$ cat config.mk
export PLATFORM = sky130hd
export DESIGN_NAME = hazard_ctrl
export DESIGN_NICKNAME = d
export VERILOG_FILES = /design/src/rtl/cpu_types_pkg.sv /design/src/rtl/hazard_ctrl_perf_cnt.sv /design/src/rtl/hazard_ctrl.sv
export SDC_FILE = /design/constraint.sdc
export NUM_CORES = 1
export LEC_CHECK = 0
export ABC_CLOCK_PERIOD_IN_PS = 4800
export CORE_ASPECT_RATIO = 0.8
export CORE_MARGIN = 1
export CORE_UTILIZATION = 42
export CTS_BUF_LIST = sky130_fd_sc_hd__clkbuf_16
export CTS_CLUSTER_SIZE = 30
export DETAILED_ROUTE_END_ITERATION = 7
export PLACE_DENSITY = 0.87
export SYNTH_ARGS = -nofsm -noshare
export SYNTH_HDL_FRONTEND = slang
export SYNTH_HIERARCHICAL = 1
export SYNTH_SLANG_ARGS = --single-unit
$ cat constraint.sdc
create_clock -name CLK -period 4.8 [get_ports CLK]
set_input_delay 0.96 -clock CLK [delete_from_list [all_inputs] [get_ports CLK]]
set_output_delay 0.96 -clock CLK [all_outputs]
set_load 0.05 [all_outputs]
$ cat src/rtl/cpu_types_pkg.sv
// Shared pipeline types: hazard controller FSM states and latch indices.
package cpu_types_pkg;

    typedef enum logic [1:0] {
        RUN     = 2'd0,
        LDSTALL = 2'd1,
        DRAIN   = 2'd2,
        HALTED  = 2'd3
    } hazard_state_t;

    // Pipeline latch positions inside the flush/freeze vectors.
    localparam int LATCH_FT  = 0;  // IF/ID
    localparam int LATCH_DC  = 1;  // ID/EX
    localparam int LATCH_EX  = 2;  // EX/MEM
    localparam int LATCH_MEM = 3;  // MEM/WB

endpackage

$ cat src/rtl/hazard_ctrl_perf_cnt.sv
// Saturating event counter used for the hazard performance statistics.
module hazard_perf_cnt #(
    parameter int W = 32
) (
    input  logic         CLK,
    input  logic         nRST,
    input  logic         en,
    output logic [W-1:0] count
);

    logic [W-1:0] count_q, count_d;

    // Increment on enable, sticking at all ones instead of wrapping.
    always_comb begin
        count_d = count_q;
        if (en && (count_q != '1)) begin
            count_d = count_q + W'(1);
        end
    end

    // Counter register, cleared by reset.
    always_ff @(posedge CLK) begin
        if (!nRST) begin
            count_q <= '0;
        end else begin
            count_q <= count_d;
        end
    end

    assign count = count_q;

endmodule

$ cat src/rtl/hazard_ctrl.sv
// Stateful hazard controller: per-latch flush/freeze plus PC freeze for the
// in-order pipeline. Define HAZARD_PERF_EN to add the stall_cycles and
// flush_events statistics counters.
module hazard_ctrl
    import cpu_types_pkg::*;
#(
    parameter int N_STAGES = 4,
    parameter int REG_W    = 5,
    parameter int LOAD_LAT = 1
) (
    input  logic                CLK,
    input  logic                nRST,
    input  logic                ihit,
    input  logic                dhit,
    input  logic                dmem_req,
    input  logic                ld_dc,
    input  logic [REG_W-1:0]    ld_dst_dc,
    input  logic [REG_W-1:0]    rs_ft,
    input  logic [REG_W-1:0]    rt_ft,
    input  logic                uses_rt_ft,
    input  logic                mispredict,
    input  logic                jump_dc,
    input  logic                halt_ex,
    output logic                pc_freeze,
    output logic [N_STAGES-1:0] flush,
    output logic [N_STAGES-1:0] freeze,
    output logic                halted
`ifdef HAZARD_PERF_EN
    ,
    output logic [31:0]         stall_cycles,
    output logic [31:0]         flush_events
`endif
);

    // Drain counter only ever holds values up to N_STAGES-2.
    localparam int DCNT_W = $clog2(N_STAGES);

    hazard_state_t     state_q, state_d;
    logic [2:0]        cnt_q, cnt_d;
    logic [DCNT_W-1:0] dcnt_q, dcnt_d;

    logic mem_wait;
    logic load_use;

    assign mem_wait = dmem_req && !dhit;
    assign load_use = ld_dc && (ld_dst_dc != '0) &&
                      ((ld_dst_dc == rs_ft) || (uses_rt_ft && (ld_dst_dc == rt_ft)));

    // Prioritised hazard resolution: outputs and next state from state + inputs.
    always_comb begin
        state_d   = state_q;
        cnt_d     = cnt_q;
        dcnt_d    = dcnt_q;
        flush     = '0;
        freeze    = '0;
        pc_freeze = 1'b0;
        halted    = 1'b0;

        if (mem_wait) begin
            // Whole pipe waits on data memory; all state holds.
            freeze    = '1;
            pc_freeze = 1'b1;
        end else if (state_q == HALTED) begin
            freeze    = '1;
            pc_freeze = 1'b1;
            halted    = 1'b1;
        end else if (state_q == DRAIN) begin
            pc_freeze        = 1'b1;
            flush[LATCH_FT]  = 1'b1;
            flush[LATCH_DC]  = 1'b1;
            dcnt_d           = dcnt_q - DCNT_W'(1);
            if (dcnt_q <= DCNT_W'(1)) begin
                state_d = HALTED;
            end
        end else begin
            // RUN or LDSTALL. A halt in EX masks a same-cycle mispredict.
            if (mispredict && !halt_ex) begin
                flush[LATCH_FT] = 1'b1;
                flush[LATCH_DC] = 1'b1;
                state_d         = RUN;
                cnt_d           = '0;
            end else if ((state_q == LDSTALL) || load_use) begin
                // Hold the consumer in IF/ID and feed a bubble into ID/EX.
                pc_freeze        = 1'b1;
                freeze[LATCH_FT] = 1'b1;
                flush[LATCH_DC]  = 1'b1;
                if (state_q == LDSTALL) begin
                    cnt_d = cnt_q - 3'd1;
                    if (cnt_q <= 3'd1) begin
                        state_d = RUN;
                        cnt_d   = '0;
                    end
                end else if (LOAD_LAT > 1) begin
                    state_d = LDSTALL;
                    cnt_d   = 3'(LOAD_LAT - 1);
                end
            end else if (jump_dc) begin
                flush[LATCH_FT] = 1'b1;
            end else if (!ihit) begin
                pc_freeze       = 1'b1;
                flush[LATCH_FT] = 1'b1;
            end

            if (halt_ex) begin
                state_d = DRAIN;
                dcnt_d  = DCNT_W'(N_STAGES - 2);
                cnt_d   = '0;
            end
        end

        // Reset window: clear every latch, nothing frozen.
        if (!nRST) begin
            flush     = '1;
            freeze    = '0;
            pc_freeze = 1'b0;
            halted    = 1'b0;
        end
    end

    // FSM and counter registers.
    always_ff @(posedge CLK) begin
        if (!nRST) begin
            state_q <= RUN;
            cnt_q   <= '0;
            dcnt_q  <= '0;
        end else begin
            state_q <= state_d;
            cnt_q   <= cnt_d;
            dcnt_q  <= dcnt_d;
        end
    end

`ifdef HAZARD_PERF_EN
    logic stall_en;
    logic flush_en;

    // Stalls count any frozen-PC cycle except the terminal halted state;
    // flush events are cycles where the mispredict or jump branch won.
    assign stall_en = pc_freeze && (state_q != HALTED);
    assign flush_en = nRST && !mem_wait &&
                      ((state_q == RUN) || (state_q == LDSTALL)) && !halt_ex &&
                      (mispredict ||
                       (jump_dc && (state_q != LDSTALL) && !load_use));

    hazard_perf_cnt #(.W(32)) u_stall_cnt (
        .CLK   (CLK),
        .nRST  (nRST),
        .en    (stall_en),
        .count (stall_cycles)
    );

    hazard_perf_cnt #(.W(32)) u_flush_cnt (
        .CLK   (CLK),
        .nRST  (nRST),
        .en    (flush_en),
        .count (flush_events)
    );
`endif

endmodule

======== Word-level counts from Yosys, hierarchy flattened ========
Index checks and enable logic that the tools add are counted.
Widths: inputs -> output; s select.
word-level totals
  register bits ........................... 7
  input port bits ......................... 25
  output and inout port bits .............. 10
  logic and storage cells ................. 74
cells by class
  add/subtract/negate cells ............... 2
  order comparisons ....................... 2
  equal/unequal tests ..................... 6
  mux-type cells .......................... 39
  bitwise logic cells ..................... 3
  reductions and logical operators ........ 19
operators by type and width
  kind                 number
  $mux 2               13
  $mux 3               6
  $mux 1               17
  $mux 4               3
  $reduce_bool 4->1    3
  $eq 5x5->1           2
  $reduce_and 6->1     1
  $reduce_bool 3->1    2
  $logic_and 1x1->1    5
  $reduce_and 5->1     1
  $reduce_bool 5->1    1
  $eq 2x2->1 const B   2
  $le 3x1->1 const B   1
  $not 1->1            3
  $reduce_and 3->1     1
  $sub 3x1->3 const B  1
  $eq 2x1->1 const B   1
  $le 2x1->1 const B   1
  $logic_not 1->1      2
  $logic_or 1x1->1     2
  $ne 2x1->1 const B   1
  $reduce_bool 2->1    1
  $sub 2x1->2 const B  1

======== Depth between registers and ports, before layout ========
Gate-level depths: netlist (run 1).
  depth in word-level cells ............... 11
  mapped depth ............................ 6
  mapped depth without buffers ............ 5

======== Worst setup path after synthesis (run 1) ========
OpenSTA, ideal clock, no wires.
  path type ............................... in2out
  from .................................... input dmem_req
  to ...................................... output flush[1]
  data arrival time ....................... 2.942 ns
  data required time ...................... 3.840 ns
  path slack .............................. 0.898 ns
  stages .................................. 5
  buffers on the path ..................... 1
  path through ............................ nor2b_1 > buf_2 > o21ai_1 > inv_1 > a211oi_1
between the ends
  word-level cells in the longest chain between the ends .. 3
RTL lines
  item               line                source
  start, declared    hazard_ctrl.sv:15   input logic dmem_req,
  $logic_and 1x1->1  hazard_ctrl.sv:45   assign mem_wait = dmem_req && !dhit;
  $mux 2             hazard_ctrl.sv:59   if (mem_wait) begin
  $mux 4             hazard_ctrl.sv:112  if (!nRST) begin
  end, declared      hazard_ctrl.sv:25   output logic [N_STAGES-1:0] flush,
No other way between the ends.

======== Final worst setup path (run 1) ========
  from .................................... input ld_dst_dc[1]
  to ...................................... output freeze[0]
between the ends
  word-level cells in the longest chain between the ends .. 11
  elaborated cells between the ends (all ways) .. 14
  classes of those cells .................. eq/ne: 2; mux: 6; reduce/logical: 6
RTL lines
  item                 line                source
  start, declared      hazard_ctrl.sv:17   input logic [REG_W-1:0] ld_dst_dc,
  $eq 5x5->1           hazard_ctrl.sv:47   ((ld_dst_dc == rs_ft) || (uses_rt_ft && (ld_dst_dc == rt_ft)));
  $logic_and 1x1->1    hazard_ctrl.sv:47
  $logic_or 1x1->1     hazard_ctrl.sv:47
  $logic_and 1x1->1 *  hazard_ctrl.sv:46   assign load_use = ld_dc && (ld_dst_dc != '0) &&
  $logic_or 1x1->1 *   hazard_ctrl.sv:82   end else if ((state_q == LDSTALL) || load_use) begin
  $mux 1 *             hazard_ctrl.sv:82
  $mux 1 *             hazard_ctrl.sv:77   if (mispredict && !halt_ex) begin
  $mux 1 *             hazard_ctrl.sv:67   end else if (state_q == DRAIN) begin
  $mux 1 *             hazard_ctrl.sv:63   end else if (state_q == HALTED) begin
  $mux 4 *             hazard_ctrl.sv:59
  $mux 4 *             hazard_ctrl.sv:112
  end, declared        hazard_ctrl.sv:26   output logic [N_STAGES-1:0] freeze,
Mark *: on every way between the ends. The rest lies on a longest branch, timed or not.

==> impl_metrics.toml, run 1 <==
[worst_setup_path]
regToRegSetupSlack_ns = 3.50
critPathMaxFanout = 4
cp_data_arrival_time_ns = 3.38
r2r_start = "state_q[1]"
critPathKind = "in2out"
worstSetupStartpointType = "input pin"
worstRegToRegCells = 4
cp.required_ns = 3.84
setup.worst_path.end_class = "output pin"
r2r_end = "dcnt_q[1]"

[routing]
wire_per_inst_um = 14.5
wl_met2_um = 1030
drtAntennaViolNets = 0
vias = 744
firstDrtPassIters = 4
wl_met1_um = 901
routed_wl_um = 2050
viasPerCell = 5.28
top_layer = "met4"
drt_iter0_markers = 13
route.met3.wl_um = 93
drc_errors = 0

[die]
dieArea_mm2 = 0.00179
die_x_um = 47.1
core_area_mm2 = 0.00146
io_pins = 35
die_y_um = 38.0
rows = 12
initial_utilization_pct = 46.8

[clock_network]
cts_root_buffer = "clkbuf_16"
htree_num_levels = 1
cts.sinks = 7
cts_setup_buffers = 0
cts_tree = "built"
cts.path.max_buffers = 2
cts_hold_buf = 0
cts_buffers = 3
cts.reportedPaths.clkPinSlew_ns = 0.04
worstSkewPairLatency_ns = 0.23
cts_resized = 0

[timing]
period_minus_slack_ns = 4.34
worst_clock_skew_ns = 0.00362
setup_tns_ns = 0
tightest_slew_ns = 0.520
max_freq_ghz = 0.230
finalHoldViolCount = 0
relSlewSlack_pct = 65.2
post-route-period-util_pct = 90.4
grt_setup_unrepaired = "no"
setup_viol = 0
slew_viol_final = 0

[min_path]
whs_endpoint = "cnt_q[1]"
hold-path-cell-count = 2
min_path_type = "reg2reg"
min_from = "cnt_q[1]"

[job]
drv_cap = 0

[global_routing]
grt_usage_pct = 26.2
grt_max_degree = 15
antenna_found_initial = 0
grt_pass1_vias = 705
gr-total-overflow = 0
grt_pass1_wl_um = 3200

[logic_synthesis]
ys_warn_count = 6
ys_ff_latch = 7
syn_nets = 114
ys_seq_area_share_pct = 20.6
synth.cell_area_um2 = 682
ys_types = 36
avgSynthCellArea_um2 = 7.84
synthCells = 87

[layout]
seq_area_um2 = 140
fin_util_pct = 75.4
drive_above_1_share_pct = 7.50
finalNetCount = 148
multi_input_area_um2 = 483
diodes = 0
syn_to_final_growth_pct = 61.1
fillers = 108

[pwr]
cellLeakagePower_nw = 0.434
powerDensity_mw_per_mm2 = 285
ir_drop_mv = 0.294

[place]
dp_hpwl_um = 1550
portBuffers = 34
place_congestion = 0.794

[run_status]
status = "completed"
==> stage by stage <==
| stage | total power [mW] | hold slack (ns) | worst slack (ns) | instance area [um^2] | instances |
|---|---|---|---|---|---|
| floorplan | 0.130 | 0.479 | 0.898 | 682 | 87 |
| global placement | 0.167 | 0.494 | 0.569 | 1020 | 137 |
| detailed placement | 0.171 | 0.509 | 0.493 | 1020 | 137 |
| CTS | 0.314 | 0.510 | 0.473 | 1100 | 141 |
| global route | 0.325 | 0.535 | 0.319 | 1100 | 141 |
| finish | 0.313 | 0.514 | 0.461 | 1100 | 141 |
==> worst max-delay path: stages <==
cell and delay (ns):
clkdlybuf4s50_1 0.48, xor2_1 0.21, nor4_1 0.33, a32oi_1 0.23
o311ai_1 0.31, clkdlybuf4s50_1 0.85
==> worst max path at each step <==
stage                      to  cells past startpoint         start
floorplan            flush[1]                      5      dmem_req
global placement     flush[0]                      6  ld_dst_dc[1]
detailed placement  freeze[0]                      6  ld_dst_dc[3]
CTS                 freeze[0]                      6  ld_dst_dc[1]
global route        freeze[0]                      6  ld_dst_dc[3]
finish              freeze[0]                      6  ld_dst_dc[1]
==> cell type report <==
cell class,instances,share of cell area (%)
Clock inverter,1,0.342
Tap cell,21,2.39
Multi-Input combinational cell,68,44.0
Inverter,6,2.05
Clock buffer,3,6.83
Sequential cell,7,12.8
Timing Repair Buffer,35,31.7
==> synth_stat cells, drive strengths merged <==
cell	n	area, um^2
o31a	1	8.76
inv	6	22.5
nor2	12	45.0
nor3b	2	20.0
or4	1	11.3
nand2	1	3.75
and2	2	12.5
xnor2	3	26.3
nor4	1	6.26
a22o	1	8.76
nor3	4	30.0
o31ai	2	15.0
a32oi	1	8.76
dfxtp	7	140
o41ai	1	8.76
o21ai	6	41.3
clkbuf	1	3.75
and4	1	8.76
buf	5	32.5
ha	2	25.0
a211oi	2	15.0
a221o	1	10.0
a21oi	3	15.0
nand2b	4	25.0
o311ai	1	8.76
nand3b	1	7.51
a31oi	1	6.26
nor2b	2	12.5
a21o	2	15.0
xor2	9	78.8
nor4b	1	8.76
==> cell usage in the layout, fill, tap and decap left out, types with 3 or more instances in the layout <==
master	instances
clkbuf_16	3
o21ai_0	4
dfxtp_1	7
a21oi_1	3
xor2_1	9
xnor2_1	3
inv_1	7
clkdlybuf4s50_1	34
nor2_1	12
nand2b_1	4
==> registers in the layout, summed over array words and instances, names as in the netlist <==
name,flops
dcnt_q,2
state_q,2
cnt_q,3
==> cells by family (layout without fill, tap and decap cells) <==
logic type	Yosys count	count (layout)	share of synthesized area (%)
simple gates	32	32	28.1
flops	7	7	20.5
fa+ha+maj	2	2	3.67
buf+inv	12	45	8.62
xor+xnor	12	12	15.4
compound gates	22	22	23.7
==> report_power, final <==
part	leakage, nW	internal, mW	switching, mW
clock	0.0423	0.108	0.0329
sequential	0.0577	0.0639	0.00634
combinational	0.334	0.0482	0.0530
total	0.434	0.221	0.0923
==> layer usage <==
layer	track usage [%]	vias to the layer above
met5	0	-
met4	5.00	0
met3	9.91	2
met2	44.8	19
met1	31.1	349
li1	-	374
(Power assumes the default switching activity.)
==> run 2, diff against run 1 <==
Settings changed: SKIP_LAST_GASP from default to 1, SYNTH_HIERARCHICAL 1 to default.
==> results of run 2 <==
Same layout as run 1: the final DEF is identical, and so are final timing and power.
Main changes from that run: Yosys warning count 6 -> 0
